[src/rtl/opctrl_vc.sv]
// Router output controller with two single-flit virtual channels.
// Captures into VC[polarity] and drains VC[~polarity] to the link.
module opctrl_vc #(
  parameter int DATA_W = 64,
  parameter int NUM_IN = 5,
  parameter int CNT_W  = 16
) (
  input  logic                     clk,
  input  logic                     reset,
  input  logic                     polarity,
  input  logic [NUM_IN-1:0]        grant,
  input  logic [NUM_IN*DATA_W-1:0] data_in,
  input  logic                     receive_output,
  output logic [DATA_W-1:0]        data_out,
  output logic                     send_output,
  output logic [1:0]               empty,
  output logic [NUM_IN-1:0]        clear,
  output logic                     grant_err,
  output logic [CNT_W-1:0]         sent_count
);

  logic [DATA_W-1:0] vc0_data_q, vc0_data_d;
  logic [DATA_W-1:0] vc1_data_q, vc1_data_d;
  logic [1:0]        vc_full_q, vc_full_d;
  logic [DATA_W-1:0] data_out_q, data_out_d;
  logic              send_q, send_d;
  logic [NUM_IN-1:0] clear_q, clear_d;
  logic              err_q, err_d;
  logic [CNT_W-1:0]  cnt_q, cnt_d;

  logic              onehot;
  logic              no_grant;
  logic              wr_p;
  logic              rd_q;
  logic [DATA_W-1:0] sel_data;
  logic [DATA_W-1:0] rd_data;

  always_comb begin
    sel_data = '0;
    for (int i = 0; i < NUM_IN; i++) begin
      if (grant[i]) sel_data = sel_data | data_in[i*DATA_W +: DATA_W];
    end
  end

  assign no_grant = (grant == '0);
  assign onehot   = !no_grant &&
                    ((grant & (grant - NUM_IN'(1))) == '0);
  assign wr_p     = polarity;
  assign rd_q     = ~polarity;
  assign rd_data  = rd_q ? vc1_data_q : vc0_data_q;

  always_comb begin
    vc0_data_d = vc0_data_q;
    vc1_data_d = vc1_data_q;
    vc_full_d  = vc_full_q;
    data_out_d = data_out_q;
    send_d     = 1'b0;
    clear_d    = '0;
    err_d      = 1'b0;
    cnt_d      = cnt_q;

    // write side: VC[polarity]
    unique case (1'b1)
      no_grant: begin
      end
      (onehot && !vc_full_q[wr_p]): begin
        if (wr_p) vc1_data_d = sel_data;
        else      vc0_data_d = sel_data;
        vc_full_d[wr_p] = 1'b1;
        clear_d         = grant;
      end
      default: begin
        err_d = 1'b1;
      end
    endcase

    // read side: VC[~polarity], never the one written above
    if (vc_full_q[rd_q] && receive_output) begin
      data_out_d      = rd_data;
      send_d          = 1'b1;
      vc_full_d[rd_q] = 1'b0;
      cnt_d           = cnt_q + CNT_W'(1);
    end
  end

  always_ff @(posedge clk or posedge reset) begin
    if (reset) begin
      vc0_data_q <= '0;
      vc1_data_q <= '0;
      vc_full_q  <= 2'b00;
      data_out_q <= '0;
      send_q     <= 1'b0;
      clear_q    <= '0;
      err_q      <= 1'b0;
      cnt_q      <= '0;
    end else begin
      vc0_data_q <= vc0_data_d;
      vc1_data_q <= vc1_data_d;
      vc_full_q  <= vc_full_d;
      data_out_q <= data_out_d;
      send_q     <= send_d;
      clear_q    <= clear_d;
      err_q      <= err_d;
      cnt_q      <= cnt_d;
    end
  end

  assign empty       = ~vc_full_q;
  assign data_out    = data_out_q;
  assign send_output = send_q;
  assign clear       = clear_q;
  assign grant_err   = err_q;
  assign sent_count  = cnt_q;

endmodule

[config.mk]
export PLATFORM = sky130hd
export DESIGN_NAME = opctrl_vc
export DESIGN_NICKNAME = d
export VERILOG_FILES = /design/src/rtl/opctrl_vc.sv
export SDC_FILE = /design/constraint.sdc
export NUM_CORES = 1
export LEC_CHECK = 0
export ABC_CLOCK_PERIOD_IN_PS = 10700
export CORE_AREA = 3 3 161 163
export DETAILED_ROUTE_END_ITERATION = 8
export DIE_AREA = 0 0 164 166
export PLACE_DENSITY_LB_ADDON = 0.12
export SYNTH_ARGS = -nofsm -noshare
export SYNTH_HDL_FRONTEND = slang
export SYNTH_SLANG_ARGS = --single-unit
export TNS_END_PERCENT = 20
[constraint.sdc]
create_clock -name clk -period 10.7 [get_ports clk]
set_input_delay 3.21 -clock clk [delete_from_list [all_inputs] [get_ports clk]]
set_output_delay 3.21 -clock clk [all_outputs]
set_load 0.05 [all_outputs]
* Word-level counts from Yosys, hierarchy flattened
Cells that the tools add are included.
** Storage, ports and cells
- Flip-flop bits (word level) :: 217
- Input bits :: 329
- Output and inout bits :: 89
- Logic and storage cells :: 55
** Cells by class
- Add/sub/neg operators :: 2
- $lt $le $gt $ge :: 4
- Multiplexer cells :: 19
- Bitwise logic cells :: 10
- Reductions and logical operators :: 12
** Operators by type and width (count)
- $mux 64 :: 6
- $or 64x64->64 :: 4
- $add 16x1->16 const B :: 1
- $logic_not 5->1 :: 2
- $mux 1 :: 8
- $and 5x5->5 :: 1
- $logic_and 1x1->1 :: 5
- $mux 5 :: 1
- $sub 5x1->5 const B :: 1
- $lt 1x2->1 const B :: 2
- $mux 2 :: 2
- $not 2->2 :: 2
- $reduce_and 2->1 :: 2
- $and 2x2->2 :: 1
- $demux 1 s1 :: 2
- $ge 1x1->1 const B :: 2
- $logic_not 1->1 :: 2
- $or 2x2->2 :: 1
- $reduce_or 2->1 :: 1
- $not 1->1 :: 1

* Depth between registers and ports, before layout
Gate-level depths: netlist of the first run.
- Word-level depth :: 9
- Gate-level depth with buffers :: 7
- Depth with buffers taken out :: 5

* Worst setup path after synthesis of the first run
OpenSTA, ideal clock, no wires.
- Path kind :: in2reg
- Start :: input grant[4]
- End :: register vc0_data_q[10]
- Setup time :: 127 ps
- Arrival :: 4805 ps
- Data required time :: 10573 ps
- Setup slack :: 5767 ps
- Stages :: 7
- Path buffers :: 3
- Path through :: clkbuf_1 > or3_1 > o2bb2a_4 > a211oi_2 > buf_4 > buf_6 > mux2_1
** Between the ends
- Cells in the longest elaborated chain, start to end :: 6
- Elaborated cells on any way between the ends :: 9
- Those cells by class :: add/sub: 1; mux: 1; bitwise: 1; reduce/logical: 6
** Ends and longest elaborated chain
- start: declaration :: line 11 : input logic [NUM_IN-1:0] grant,
- $sub 5x1->5 :: line 47 : ((grant & (grant - NUM_IN'(1))) == '0);
- $and 5x5->5 :: line 47
- $logic_not 5->1 :: line 47
- $logic_and 1x1->1 :: line 46 : assign onehot = !no_grant &&
- $logic_and 1x1->1 :: line 66 : (onehot && !vc_full_q[wr_p]): begin
- $reduce_and 2->1 (no source line)
- end signal: assignment :: line 97 : vc0_data_q <= vc0_data_d;
- end: declaration :: line 22 : logic [DATA_W-1:0] vc0_data_q, vc0_data_d;
Several ways; a longest one is shown, not always the timed one.
A chain may end at the register's enable or synchronous reset.

* Worst setup path after layout of the first run
- Start :: input grant[0]
- End :: register vc0_data_q[28]
** Between the ends
- Cells in the longest elaborated chain, start to end :: 9
- Elaborated cells on any way between the ends :: 17
- Those cells by class :: add/sub: 1; mux: 5; bitwise: 5; reduce/logical: 6
** Ends and longest elaborated chain
- branches (longest 9 deep; another with $sub 5x1->5)
Parallel ways; which one is timed is not known.

==> results of run 1 <==
-- cell usage in the layout (no fill, tap or decap), drive strengths merged, types with 6 or more instances in the layout --
cell type,count
buf,20
mux2,129
a22oi,64
a221o,64
xnor2,11
dfrtp,217
and3,68
a222oi,64
nand3,9
nor3,6
clkbuf,35
nand2,76
inv,8
clkdlybuf4s50,411
-- flip-flops by register name (all words and copies together), names as in the netlist --
name / flops
send_output: 1
sent_count: 16
vc_full_q: 2
data_out: 64
clear: 5
grant_err: 1
vc1_data_q: 64
vc0_data_q: 64
-- critical path: cells and delay by family --
family	cells	cell delay [ns]
buf+inv	3	1.21
mux	1	0.39
compound gates	2	0.47
simple gates	1	0.29
-- per-stage QoR --
step                      instance area, um^2  worst slack, ns  total power, W
final                                   15400             5.45         0.00351
after global routing                    15400             5.30         0.00366
after CTS                               15400             5.44         0.00354
after detailed placement                14500             4.91         0.00259
after global placement                  14500             4.97         0.00256
after floorplan                         10200             1.55         0.00206
-- final cells by class --
type                    count  share of cell area [%]
repair buffers            431                    27.5
clock buffers              35                    4.95
clock inverters             9                    1.14
inverters                   8                   0.243
multi-input cells         523                    28.3
flip-flops and latches    217                    35.2
well taps                 324                    2.63
-- final timing paths --
| path | to | cells after the start |
|---|---|---|
| setup / recovery | vc0_data_q[28] | 7 |
| hold / removal | sent_count[15] | 1 |
| setup reg to reg | vc0_data_q[28] | 5 |
| hold reg to reg | sent_count[15] | 1 |
| max in group asynchronous | vc0_data_q[20] | 3 |
| min in group asynchronous | sent_count[5] | 2 |
-- logic make-up after synthesis --
kind of cell	Yosys count	synth area share [%]
AO/OA/AOI/OAI	202	18.3
XOR/XNOR	15	1.29
adder cells (fa/ha/maj)	2	0.221
buffers and inverters	87	4.04
flip-flops	217	53.3
multiplexers	129	14.3
AND/OR/NAND/NOR	175	8.64
-- power by group through the flow --
| stage | logic (W) | clock network, W | registers, W |
|---|---|---|---|
| finish | 0.00129 | 0.000941 | 0.00128 |
| global placement | 0.00128 | 0 | 0.00128 |
| floorplan | 0.000353 | 0 | 0.00170 |
| global route | 0.00136 | 0.000990 | 0.00131 |
| detailed placement | 0.00130 | 0 | 0.00129 |
| CTS | 0.00130 | 0.000958 | 0.00128 |
-- metal layers --
layer / global-route usage, % / wire, um
met1: 28.6 / 13000
met4: 5.44 / 760
met5: 0 / 0
met3: 6.21 / 3000
met2: 38.2 / 15700
==> impl_metrics.csv, run 1 <==
group,metric,value,unit
yosys,synthCells,827,
cts,cts_resized,0,
final_layout,multi_input_area,0.00437,mm^2
drt,drt_iter0_markers,724,
yosys,yosysMostFrequentCell,"dfrtp_1",
floorplan,initial_core_util,41.7,%
drt,drt-total-wl,32.5,mm
global_route,grt_usage,22.5,%
yosys,syn_area,0.0102,mm^2
timing,setup_violations,0,
timing,worst_pin_slew,0.987,ns
place,place_inst,1503,
place,numPortBuffers,417,
global_route,grt_max_degree,138,
floorplan,die_w,164,um
cts,path_clk_slew,0.06,ns
drt,vias,8800,
cts,cts_max_level,1,
global_route,antenna_found_initial,0,
timing,fin_tns_setup,0,ns
global_route,grt_pass1_vias,8997,
run,max_cap_viol_count,0,
power_and_ir_drop,p_per_area,227,mW/mm^2
yosys,ys_warn_count,0,
cts,clk_latency,0.50,ns
timing,timing.hold.ws,0.468,ns
drt,route.detailed.wl_per_inst,21.0,um
floorplan,num_rows,57,
cts,cts_post_setup_buffers_inserted,0,
timing,worst_clock_skew,0.00926,ns
drt,remaining_drc_errors,0,
final_layout,register_area,0.00543,mm^2
final_layout,num_antenna_cells,0,
hold_path,holdCritStartpoint,"sent_count[15]",
yosys,synth-edff-count,0,
place,gp_congestion,0.775,
worst_setup_path,rrSetupSlack,8.46,ns
power_and_ir_drop,p_clk_share,26.8,%
cts,root_buffer,"clkbuf_16",
yosys,ys.flop_type,"dfrtp_1",
final_layout,area_growth,51.4,%
worst_setup_path,worst-setup-path-type,"in -> reg",
power_and_ir_drop,p_leak,6.28,nW
worst_setup_path,path_cells,"buf_2, buf_4, nor2b_1, o2bb2a_4, a211oi_4, buf_4, mux2_1",
cts,cts_made_buffers,24,
worst_setup_path,start_kind,"input pin",
cts,hold_buffers,0,
worst_setup_path,crit_path_end_kind,"flop",
place,dp_hpwl,21.7,mm
power_and_ir_drop,vdd_drop_max,123,uV
yosys,synth_area_leaders,"dfrtp_1 (53%), mux2_1 (11%), a221o_1 (6.3%)",
power_and_ir_drop,p_sw,0.00122,W
timing,post-route-min-period,5.25,ns
timing,hold_violations,0,
global_route,grt_pass1_wl,49.2,mm
final_layout,final_util,63.1,%
yosys,ys_seq_elements,217,
timing,fmax,0.190,GHz
final_layout,nNetsFinal,1535,
yosys,async_flop_share,100,%
yosys,seq_area_frac_synth,53.3,%
power_and_ir_drop,seq_power_share,36.4,%
worst_setup_path,path_common_cell,"buf_4",
yosys,ys_types,37,
outcome,status,"finished, final reports clean",
floorplan,core_area,0.0245,mm^2
floorplan,dieArea,0.0272,mm^2
yosys,synth.top_cell.area_share,53.3,%
power_and_ir_drop,p_int,0.00228,W
global_route,grt-ovfl-total,0,
hold_path,hold_class,"reg -> reg",
timing,grt_setup_unrepaired,"no",
floorplan,die_h,166,um
cts,ctsLongestPathBuffers,3,
cts,cts_tree,"built",
cts,clock_sinks,217,
worst_setup_path,critical_path.slowest_cell,"buf_4",
floorplan,ios,418,
drt,first_pass_iters,8,
power_and_ir_drop,comb_power_share,36.8,%
worst_setup_path,critical_path.max_stage_delay,0.63,ns
drt,routed_via_density,5.69,
yosys,syn_nets,1157,
yosys,syn_avg_cell_area,12.3,um^2
worst_setup_path,cp.arrival,5.63,ns
timing,slew_violations,0,
timing,finalCritPeriodShare,49.1,%
final_layout,finalNonFillerCells,1547,
power_and_ir_drop,switching_share,34.9,%
final_layout,n_fill_cell,1963,
worst_setup_path,crit_path_max_fanout,69,
yosys,yosys.area.top_type,"dfrtp_1",
final_layout,drive_gt1_share,8.42,%
worst_setup_path,required,11.07,ns
worst_setup_path,crit_path_start,"grant[0]",
timing,relSlewSlack,34.2,%
worst_setup_path,rr_startpoint,"vc_full_q[1]",
drt,final_antenna_net_count,0,
yosys,synthTopCellsByCount,"dfrtp_1 (217), mux2_1 (98), nand2_1 (76)",
Note: power is estimated with default switching activity, not from simulation.
==> run 2, diff against run 1 <==
ABC_CLOCK_PERIOD_IN_PS = 4400   (was 10700)
CORE_AREA = not set   (was 3 3 161 163)
CORE_MARGIN = 3   (was not set)
CORE_UTILIZATION = 39   (was not set)
DIE_AREA = not set   (was 0 0 164 166)
clock period = 4.4 ns   (was 10.7 ns; I/O delays follow)
==> run 2 against run 1 <==
Worst hold slack better by 0.0041 ns. Clock-buffer cell count fell by 4. Worst setup slack lost 4.2 ns. Sequential power up 140%. Register-to-register slack worse by 6.2 ns. Via count decreased by 0.15%. Core utilization is 2.6 points lower. Final area shrank 0.45%. Critical endpoint is now empty[0].
==> impl_metrics.csv, run 2 (synthesis results as in run 1) <==
group,metric,value,unit
outcome,status,"finished, final reports clean",
cts,hold_buffers,0,
floorplan,die_h,168,um
timing,worst_clock_skew,0.0100,ns
cts,cts_tree,"built",
cts,path_clk_slew,0.06,ns
final_layout,layout_commonest_cell,"clkdlybuf4s50_1",
place,gp_congestion,0.775,
floorplan,ios,418,
timing,finalCritPeriodShare,72.1,%
drt,vias,8787,
place,dpl-instance-area,0.0146,mm^2
global_route,antenna_found_initial,2,
power_and_ir_drop,p_per_area,535,mW/mm^2
hold_path,hold_depth,1,
run,max_cap_viol_count,0,
final_layout,postLayoutCellArea,0.0154,mm^2
cts,cts_max_level,1,
worst_setup_path,crit_path_end_kind,"output port",
floorplan,die_w,168,um
place,numPortBuffers,417,
drt,remaining_drc_errors,0,
worst_setup_path,critical_path.slowest_cell,"clkdlybuf4s50_1",
drt,final_antenna_net_count,0,
cts,cts_post_setup_buffers_inserted,0,
worst_setup_path,r2r_cells,5,
timing,relSlewSlack,44.6,%
final_layout,num_antenna_cells,0,
timing,grt_setup_unrepaired,"no",
timing,worst_pin_slew,0.830,ns
timing,hold_violations,0,
cts,ctsLongestPathBuffers,3,
global_route,grt_usage,22.5,%
timing,fmax,0.315,GHz
global_route,grt_pass1_wl,50.8,mm
timing,slew_violations,0,
final_layout,drive_gt1_share,8.56,%
final_layout,n_fill_cell,2125,
floorplan,num_rows,58,
cts,clock_sinks,217,
power_and_ir_drop,vdd_drop_max,269,uV
floorplan,core_area,0.0254,mm^2
drt,drt_iter0_markers,624,
worst_setup_path,required,3.08,ns
floorplan,dieArea,0.0281,mm^2
worst_setup_path,critical_path.max_stage_delay,0.84,ns
timing,post-route-min-period,3.17,ns
drt,route.detailed.wl_per_inst,21.6,um
place,dp_hpwl,23.4,mm
worst_setup_path,start_kind,"flop",
cts,clk_latency,0.50,ns
final_layout,area_growth,50.7,%
timing,setup_violations,0,
cts,root_buffer,"clkbuf_16",
drt,routed_via_density,5.65,
global_route,grt-ovfl-total,0,
worst_setup_path,cp.arrival,1.85,ns
worst_setup_path,crit_path_max_fanout,3,
final_layout,nNetsFinal,1540,
worst_setup_path,worst-setup-path-type,"reg -> out",
floorplan,initial_core_util,40.1,%
timing,fin_tns_setup,0,ns
drt,first_pass_iters,7,
worst_setup_path,path_cells,"inv_1, clkdlybuf4s50_1",
global_route,grt_max_degree,114,
cts,cts_resized,0,
hold_path,hold_class,"reg -> reg",
global_route,grt_pass1_vias,9173,
drt,drt-total-wl,33.6,mm
final_layout,final_cell_mix,"clkdlybuf4s50_1 (411), dfrtp_1 (217), mux2_1 (98)",
cts,cts_made_buffers,23,
power_and_ir_drop,p_leak,6.24,nW
run 2: path summary, 6_finish.rpt:
kind | from | endpoint | slack (ns)
worst max-delay path | vc_full_q[0] | empty[0] | 1.23
worst min-delay path | sent_count[15] | sent_count[15] | 0.47
worst max register to register | vc_full_q[0] | vc1_data_q[51] | 2.22
worst min register to register | sent_count[15] | sent_count[15] | 0.47
max in group asynchronous | reset | vc1_data_q[54] | 2.54
min in group asynchronous | reset | data_out[24] | 1.36
run 2: area by class of cell:
class	instances	area [um^2]	area share [%]
clock buffers	31	676	4.40
clock inverters	10	108	0.701
inverters	8	33.8	0.220
multi-input cells	523	4370	28.4
flip-flops and latches	217	5430	35.4
well taps	330	413	2.69
repair buffers	437	4330	28.2
run 2: per-layer routing:
metal / global-route usage, % / vias up / share of wire [%]
li1: - / 4032 / -
met4: 5.83 / 2 / 2.2
met1: 28.7 / 4326 / 41
met2: 39.1 / 372 / 48
met5: 0 / - / 0.045
met3: 4.89 / 55 / 7.8
run 2: report_power, final:
| group | total [W] | switching (W) | internal (W) |
|---|---|---|---|
| combinational | 0.00314 | 0.00179 | 0.00134 |
| clock | 0.00196 | 0.000767 | 0.00119 |
| sequential | 0.00312 | 0.000400 | 0.00272 |
| total | 0.00821 | 0.00296 | 0.00525 |
run 2: metrics by stage:
step           cells  utilization [%]  hold WS (ns)  worst slack (ns)  total power [W]
2_1_floorplan    827                -         0.449             0.254          0.00500
3_3_place_gp    1515             57.4         0.459             0.784          0.00625
3_5_place_dp    1515             57.4         0.466             0.735          0.00632
4_1_cts         1556             60.5         0.479              1.20          0.00830
5_1_grt         1556             60.5         0.487              1.16          0.00860
6_report        1556             60.5         0.472              1.23          0.00821
run 2: worst max-delay path, delay by kind of cell (launching register included):
kind	cells	cell delay, ns
buffers and inverters	2	0.96
DFF	1	0.39
==> run 3, diff against run 2 <==
ABC_CLOCK_PERIOD_IN_PS = 2700   (was 4400)
clock period = 2.7 ns   (was 4.4 ns; I/O delays follow)
==> run 3 against run 2 <==
First-iteration DRC count grew 16%. Total power grew 60%. Worst setup slack lost 1.1 ns. Largest power group unchanged. Register-to-register slack lost 1.4 ns. Highest routed layer is now met4. Clock power grew 49%. Sequential share of layout area shrank 0.29 points.
==> impl_metrics.csv, run 3 (synthesis results as in run 1) <==
group,metric,value,unit
floorplan,num_rows,58,
drt,drt_iter0_markers,722,
final_layout,drive_gt1_share,9.13,%
worst_setup_path,path_cells,"inv_1, clkdlybuf4s50_1",
worst_setup_path,cp_top_family,"buffers and inverters",
hold_path,holdCritStartpoint,"vc0_data_q[40]",
final_layout,final_cell_mix,"clkdlybuf4s50_1 (410), dfrtp_1 (217), mux2_1 (98)",
global_route,grt_pass1_wl,52.7,mm
place,dp_hpwl,23.7,mm
global_route,grt-ovfl-total,0,
global_route,grt_pass1_vias,9371,
drt,remaining_drc_errors,0,
floorplan,ios,418,
global_route,grt_max_degree,112,
worst_setup_path,cp_num_buf_inv,2,
cts,clk_latency,0.50,ns
timing,worst_clock_skew,0.00618,ns
worst_setup_path,start_kind,"flop",
worst_setup_path,r2r_end,"vc0_data_q[53]",
final_layout,final_util,61.0,%
final_layout,layout_commonest_cell,"clkdlybuf4s50_1",
drt,vias,8971,
final_layout,postLayoutCellArea,0.0155,mm^2
final_layout,nNetsFinal,1556,
timing,setup_violations,0,
worst_setup_path,r2r_cells,5,
timing,post-route-min-period,2.61,ns
drt,routed_via_density,5.72,
floorplan,die_h,168,um
cts,hold_buffers,0,
timing,finalCritPeriodShare,96.6,%
cts,cts_made_buffers,23,
worst_setup_path,required,1.89,ns
floorplan,dieArea,0.0281,mm^2
run,max_cap_viol_count,0,
timing,worst_pin_slew,0.812,ns
drt,final_antenna_net_count,0,
drt,route.detailed.wl_per_inst,21.6,um
timing,fmax,0.383,GHz
hold_path,hold_class,"reg -> reg",
hold_path,hold_depth,1,
cts,clock_sinks,217,
worst_setup_path,critical_path.max_stage_delay,0.85,ns
worst_setup_path,cp.arrival,1.80,ns
worst_setup_path,rr_startpoint,"vc_full_q[1]",
timing,hold_violations,0,
global_route,grt_usage,23.3,%
global_route,antenna_found_initial,1,
place,numPortBuffers,417,
timing,relSlewSlack,45.9,%
cts,ctsLongestPathBuffers,3,
floorplan,initial_core_util,40.1,%
floorplan,die_w,168,um
global_route,met3_usage,5.10,%
floorplan,core_area,0.0254,mm^2
drt,drt-total-wl,33.9,mm
cts,cts_max_level,1,
cts,root_buffer,"clkbuf_16",
worst_setup_path,critical_path.slowest_cell,"clkdlybuf4s50_1",
global_route,grt-busiest-layer,"met2",
cts,cts_tree,"built",
cts,path_clk_slew,0.06,ns
power_and_ir_drop,p_per_area,850,mW/mm^2
timing,slew_violations,0,
worst_setup_path,crit_path_end_kind,"output port",
global_route,grtUsageMet2,39.1,%
worst_setup_path,rrSetupSlack,0.80,ns
hold_path,min_to,"vc0_data_q[40]",
final_layout,area_growth,52.0,%
worst_setup_path,worst-setup-path-type,"reg -> out",
worst_setup_path,crit_path_max_fanout,3,
timing,timing.hold.ws,0.475,ns
power_and_ir_drop,vdd_drop_max,493,uV
drt,first_pass_iters,6,
place,dpl-instance-area,0.0148,mm^2
timing,grt_setup_unrepaired,"no",
global_route,met1_usage,31.0,%
outcome,status,"finished, final reports clean",
place,gp_congestion,0.797,
power_and_ir_drop,p_leak,6.30,nW
==> run 3: changes by cell type in the layout (fill, tap and decap cells not counted), sizes merged <==
cell           delta
diode             +1
clkbuf            -1
dlymetal6s2s      +1
clkinvlp          -2
clkdlybuf4s50     -1
buf              +16
bufinv            -1
==> run 3: layout make-up <==
cell class                 instances  area, um^2
timing repair buffer             453        4550
clock buffer                      30         622
fill                            2112        9910
sequential                       217        5430
multi-input combinational        523        4370
inverter                           8        33.8
antenna                            1        2.50
clock inverter                     7        62.6
tap                              330         413
==> run 3: timing repair <==
action | 4_1_cts | 5_1_grt
setup buffers | 0 | 0
endpoints found under the setup margin | 0 | 1
gates resized for setup | 0 | 1
==> run 3: how the worst max path moves through the flow <==
stage                            start        endpoint  slack [ns]  cells past startpoint
after floorplan                  reset        clear[0]       -0.94                      1
after global placement        grant[3]  vc0_data_q[50]       -0.01                      6
after detailed placement      grant[3]  vc0_data_q[50]       -0.05                      6
after CTS                 vc_full_q[1]        empty[1]        0.03                      2
after global routing      vc_full_q[0]        empty[0]        0.02                      2
final                     vc_full_q[0]        empty[0]        0.09                      2
==> run 3: metrics by stage <==
| stage | instances | worst slack, ns | total power (W) | setup TNS, ns |
|---|---|---|---|---|
| floorplan | 827 | -0.936 | 0.00815 | -203.14 |
| global placement | 1531 | -0.0139 | 0.0102 | -0.153 |
| detailed placement | 1531 | -0.0484 | 0.0103 | -1.26 |
| CTS | 1568 | 0.0315 | 0.0133 | 0 |
| global route | 1569 | 0.0229 | 0.0138 | 0 |
| finish | 1569 | 0.0918 | 0.0132 | 0 |
==> run 3: where the power goes <==
group | switching, W | internal (W)
registers | 0.000644 | 0.00443
clock network | 0.00123 | 0.00170
logic | 0.00293 | 0.00222
total | 0.00480 | 0.00836
==> run 3: worst reg2reg max path, cell delays in order (launching register included) <==
cell and delay, ns:
dfrtp_1 0.42, nand2_1 0.08, o211ai_1 0.22, a211oi_4 0.39
buf_12 0.28, mux2_2 0.39
==> run 3: routing by layer <==
metal / vias up / part of all wire (%)
li1: 4057 / -
met1: 4518 / 42
met2: 346 / 49
met3: 50 / 7.3
met4: 0 / 2.0
met5: - / 0
